<file path="src/rtl/regfile_write_arbiter.sv">
// regfile_write_arbiter: the single register-file write port is shared by two
// writeback requesters. Requester 0 is ALU writeback and requester 1 is load
// writeback. Each requester has a one-entry holding buffer. A round-robin grant
// drains the buffers into registered Rd/WriteData/RegWrite outputs. Writes to
// the same destination leave in arrival order, and writes to x0 are dropped.
//
// Handshake: a transfer on requester N happens on a rising Clk edge when
// reqN_valid & reqN_ready are both high. reqN_ready is high when bufN is empty,
// or when bufN is granted this cycle, so it can be refilled on the edge that
// drains it. The grant uses registered state only, so ready never depends on
// valid.
module regfile_write_arbiter #(
  parameter int DATA_W = 64,
  parameter int ADDR_W = 5
) (
  input  logic              Clk,
  input  logic              Reset,
  input  logic              req0_valid,
  output logic              req0_ready,
  input  logic [ADDR_W-1:0] req0_rd,
  input  logic [DATA_W-1:0] req0_data,
  input  logic              req1_valid,
  output logic              req1_ready,
  input  logic [ADDR_W-1:0] req1_rd,
  input  logic [DATA_W-1:0] req1_data,
  output logic [ADDR_W-1:0] Rd,
  output logic [DATA_W-1:0] WriteData,
  output logic              RegWrite,
  output logic              grant_id,
  output logic              busy
);

  // Holding buffers
  logic              buf0_full;
  logic [ADDR_W-1:0] buf0_rd;
  logic [DATA_W-1:0] buf0_data;
  logic              buf1_full;
  logic [ADDR_W-1:0] buf1_rd;
  logic [DATA_W-1:0] buf1_data;

  // rr_ptr: requester preferred on a different-rd conflict.
  // age: 1 when buf1 holds the older entry, 0 when buf0 does.
  logic rr_ptr;
  logic age;

  logic gnt_valid;
  logic gnt_sel;
  logic gnt0;
  logic gnt1;
  logic load0;
  logic load1;
  logic keep0;
  logic keep1;

  // Grant selection from registered buffer state only
  always_comb begin
    gnt_valid = buf0_full | buf1_full;
    gnt_sel   = 1'b0;
    if (buf0_full && buf1_full) begin
      gnt_sel = (buf0_rd == buf1_rd) ? age : rr_ptr;
    end else begin
      gnt_sel = buf1_full;
    end
  end

  assign gnt0 = gnt_valid & ~gnt_sel;
  assign gnt1 = gnt_valid &  gnt_sel;

  assign req0_ready = ~buf0_full | gnt0;
  assign req1_ready = ~buf1_full | gnt1;

  // An accepted x0 write completes its handshake but is never buffered
  assign load0 = req0_valid & req0_ready & (req0_rd != '0);
  assign load1 = req1_valid & req1_ready & (req1_rd != '0);

  // An entry that survives this edge untouched
  assign keep0 = buf0_full & ~gnt0;
  assign keep1 = buf1_full & ~gnt1;

  assign busy = buf0_full | buf1_full;

  // Buffer 0: fill on transfer, empty on grant, refill wins over empty
  always_ff @(posedge Clk or posedge Reset) begin
    if (Reset) begin
      buf0_full <= 1'b0;
      buf0_rd   <= '0;
      buf0_data <= '0;
    end else if (load0) begin
      buf0_full <= 1'b1;
      buf0_rd   <= req0_rd;
      buf0_data <= req0_data;
    end else if (gnt0) begin
      buf0_full <= 1'b0;
    end
  end

  // Buffer 1: fill on transfer, empty on grant, refill wins over empty
  always_ff @(posedge Clk or posedge Reset) begin
    if (Reset) begin
      buf1_full <= 1'b0;
      buf1_rd   <= '0;
      buf1_data <= '0;
    end else if (load1) begin
      buf1_full <= 1'b1;
      buf1_rd   <= req1_rd;
      buf1_data <= req1_data;
    end else if (gnt1) begin
      buf1_full <= 1'b0;
    end
  end

  // Age tracking: the surviving entry is older than a newly loaded one.
  // On a simultaneous fill, req0 counts as older.
  always_ff @(posedge Clk or posedge Reset) begin
    if (Reset) begin
      age <= 1'b0;
    end else if (keep0 && load1) begin
      age <= 1'b0;
    end else if (keep1 && load0) begin
      age <= 1'b1;
    end else if (load0 && load1) begin
      age <= 1'b0;
    end
  end

  // Round-robin pointer moves to the non-granted requester after each grant
  always_ff @(posedge Clk or posedge Reset) begin
    if (Reset) begin
      rr_ptr <= 1'b0;
    end else if (gnt_valid) begin
      rr_ptr <= ~gnt_sel;
    end
  end

  // Registered write port: one-cycle RegWrite pulse, address/data hold otherwise
  always_ff @(posedge Clk or posedge Reset) begin
    if (Reset) begin
      RegWrite  <= 1'b0;
      Rd        <= '0;
      WriteData <= '0;
      grant_id  <= 1'b0;
    end else if (gnt_valid) begin
      RegWrite  <= 1'b1;
      Rd        <= gnt_sel ? buf1_rd   : buf0_rd;
      WriteData <= gnt_sel ? buf1_data : buf0_data;
      grant_id  <= gnt_sel;
    end else begin
      RegWrite  <= 1'b0;
    end
  end

endmodule

</file>
<file path="config.mk">
export PLATFORM = sky130hd
export DESIGN_NAME = regfile_write_arbiter
export DESIGN_NICKNAME = d
export VERILOG_FILES = /design/src/rtl/regfile_write_arbiter.sv
export SDC_FILE = /design/constraint.sdc
export NUM_CORES = 1
export LEC_CHECK = 0
export CAP_MARGIN = 20
export CORE_ASPECT_RATIO = 0.7
export CORE_MARGIN = 4
export CORE_UTILIZATION = 50
export CTS_CLUSTER_SIZE = 12
export DETAILED_ROUTE_END_ITERATION = 6
export PLACE_DENSITY = 0.81
export SETUP_SLACK_MARGIN = 0.5
export SLEW_MARGIN = 40
export SYNTH_ARGS = -nofsm -noshare
export SYNTH_HDL_FRONTEND = slang
export SYNTH_SLANG_ARGS = --single-unit
export TNS_END_PERCENT = 1
</file>
<file path="constraint.sdc">
create_clock -name Clk -period 11.8 [get_ports Clk]
set_input_delay 1.77 -clock Clk [delete_from_list [all_inputs] [get_ports Clk]]
set_output_delay 1.77 -clock Clk [all_outputs]
set_load 0.005 [all_outputs]
</file>
==> flow_summary.ini <==
[route]
drt_wl_total_mm = 22.6
post_drt_wl_per_cell_um = 20.7
drc = 0
first_iter_violations = 412
viasPerCell = 5.63
firstDrtPassIters = 6
postRouteAntennaNets = 0
vias = 6147

[placement]
io_buffer_count = 215
pre_cts_ws_ps = 7260
post-dp-hpwl_mm = 15.0
placedCellCount = 1062
gp_congestion = 0.810

[synth]
syn_inst = 651
syn_avg_cell_area_um2 = 13.8
yosysSeqAreaShare_pct = 59.1
yosys_most_used_dff = dfrtp_1
synth_cell_types = 41
yosysWarnings = 0
synthTopCellsByCount = dfrtp_1 (213), mux2_2 (123), nand2_1 (43)
syn_nets = 793
netlist_area_um2 = 9010
yosys-top-cells-area = dfrtp_1 (59%), mux2_2 (15%), o221a_2 (4.1%), mux2i_1 (4.1%), a211o_1 (3.2%)
yosys.area.top_type_share_pct = 59.1
synth-seq-cells = 213
yosysMostFrequentCell = dfrtp_1
async_flop_share_pct = 100
yosysTopAreaCell = dfrtp_1
synth_enable_flop_cells = 0

[clock_network]
cts.sinks = 213
clkLatencyLatePin_ps = 500
cts_buffers = 22
htreeDepth = 1
holdBufCountCts = 0
cts_resized = 0
cts_setup_buffers = 0
cts_buffer_depth = 3
cts_tree = yes
cts_root_buf = clkbuf_16
clk_pin_slew_worst_paths_ps = 60

[sta]
finalCriticalPeriod_ps = 4490
tns_ps = 0
drv_slew = 0
skew_ps = 20.6
fmax_mhz = 223
max_slew_margin_pct = 43.5
setup_slack_ps = 7310
setup_viol = 0
min_period_over_period_pct = 38.0
worst_pin_slew_ps = 848
rsz0062_at_grt = false
hold_ws_ps = 477
hold_viol_final = 0

[setup_path]
critical-path-top-delay-family = buffers and inverters
worstReg2RegEnd = buf1_data[33]
required_ps = 10030
reg2reg_slack_ps = 8530
r2r_cells = 6
worstPathBufferInverterCount = 2
crit_path_end_kind = output port
criticalPathCategory = flip-flop to output port
crit_arrival_ps = 2720
timing.rr.start = buf1_rd[2]
start_kind = flip-flop
critPathSlowestCell = buf_4
slowest_delay_ps = 730
cp_cell_sequence = buf_4 > or2_2 > clkdlybuf4s50_1
crit_fanout = 54

[global_routing]
grt_pass1_wl_mm = 36.2
grt.overflow.total = 0
antenna_found_initial = 0
grt_pass1_vias = 6678
grt_max_degree = 144
track_usage_pct = 22.1

[floorplanning]
rows = 40
io_pins = 216
start_util_pct = 51.7
die-area_um2 = 20300
fp.dieW_um = 168
core_area_um2 = 17400
die_h_um = 120

[outcome]
status = complete, no violations

[job]
maxCapViolations = 0

[pwr]
leakagePower_nw = 5.05
powerDensity_nw_per_um2 = 250
p_clk_share_pct = 20.6
swShare_pct = 31.3
intPower_mw = 2.06
pwr-share-seq_pct = 42.2
ir_drop_v = 0.000132
combPwrFrac_pct = 37.2
p_sw_uw = 938

[cells_and_area]
syn2layout_area_growth_pct = 32.7
nNetsFinal = 997
diodes = 0
drive_above_1_share_pct = 24.3
stdcell_count = 1092

[min_path]
hp-class = flip-flop to flip-flop
min_from = buf0_data[16]
hold_end = WriteData[16]
hold_depth = 2
-- cells by family (layout without fill, tap and decap cells) --
| logic type | count (synthesis) | count (layout) | synth area share, % |
|---|---|---|---|
| DFF | 213 | 213 | 59.1 |
| buffers and inverters | 48 | 258 | 2.55 |
| and+or+nand+nor | 93 | 93 | 5.22 |
| xor gates and xnor gates | 5 | 5 | 0.486 |
| AOI/OAI and AO/OA | 118 | 118 | 11.0 |
| muxes | 174 | 174 | 21.6 |
-- cell usage in the layout, fill, tap and decap left out, types with 2 or more instances in the layout --
cell type        count
dfrtp_1            212
mux2_1               4
mux2_2             123
xor2_1               2
clkbuf_1             5
o21ai_1              8
a211o_1             33
nand2_1             42
and3_1               2
and2_1              32
a21oi_1              2
xnor2_1              3
o221a_2             33
nor2b_1              3
buf_4                7
inv_1                3
o21ai_0             32
nor3_1               2
clkdlybuf4s50_1    215
clkbuf_16           22
nand3_1              4
mux2i_1             37
or4_1                2
mux2_4              10
-- worst register-to-register path, cell delays in order, from the launching register on --
cell	delay [ps]
dfrtp_1	410
xnor2_1	300
and3_1	360
nand3_2	200
a31oi_4	700
buf_4	700
mux2_2	490
-- power by group through the flow --
stage                     Clock [mW]  Combinational, mW  Sequential (mW)
after floorplan                    0              0.674             1.22
after global placement             0               1.09             1.25
after detailed placement           0               1.13             1.27
after CTS                      0.630               1.13             1.26
after global routing           0.663               1.21             1.30
final                          0.616               1.11             1.26
-- area by class of cell --
type                    instances  area (µm²)
flip-flops and latches        213        5330
repair buffers                223        2220
clock inverters                 2        27.5
fillers                      1210        5460
inverters                       5        31.3
multi-input cells             390        3480
clock buffers                  28         583
well taps                     231         289
-- worst max-delay path by stage --
stage / from / to / slack [ps] / cells after the start
3_3_place_gp: req0_rd[3] / buf0_data[12] / 7250 / 6
2_1_floorplan: Reset / Rd[0] / 4210 / 1
4_1_cts: buf1_full / busy / 7240 / 3
5_1_grt: buf1_full / busy / 7210 / 3
6_report: buf1_full / busy / 7310 / 3
3_5_place_dp: req1_rd[3] / buf1_data[40] / 7260 / 6
-- metal layers --
layer  share of wire, %  wire, µm  GRT usage [%]  vias to the layer above
met5                  0         0              0                        -
met4                2.1       471           5.12                        0
met3                5.6      1270           4.35                       37
met2                 50     11300           37.9                      191
met1                 42      9560           29.4                     3142
li1                   -         -              -                     2777
-- metrics by stage --
| step | total power [mW] | instance area, µm² | util (%) |
|---|---|---|---|
| 2_1_floorplan | 1.89 | 9010 | - |
| 6_report | 2.99 | 12000 | 68.7 |
| 4_1_cts | 3.03 | 12000 | 68.7 |
| 5_1_grt | 3.18 | 12000 | 68.7 |
| 3_3_place_gp | 2.33 | 11300 | 65.1 |
| 3_5_place_dp | 2.40 | 11300 | 65.2 |
-- state kept, by name, summed over array words and instances, names as in the netlist, 5 cells and up --
name	cells
Rd	5
WriteData	64
buf0_data	64
buf0_rd	5
buf1_data	64
buf1_rd	5
Power figures use the tool's default switching activity.
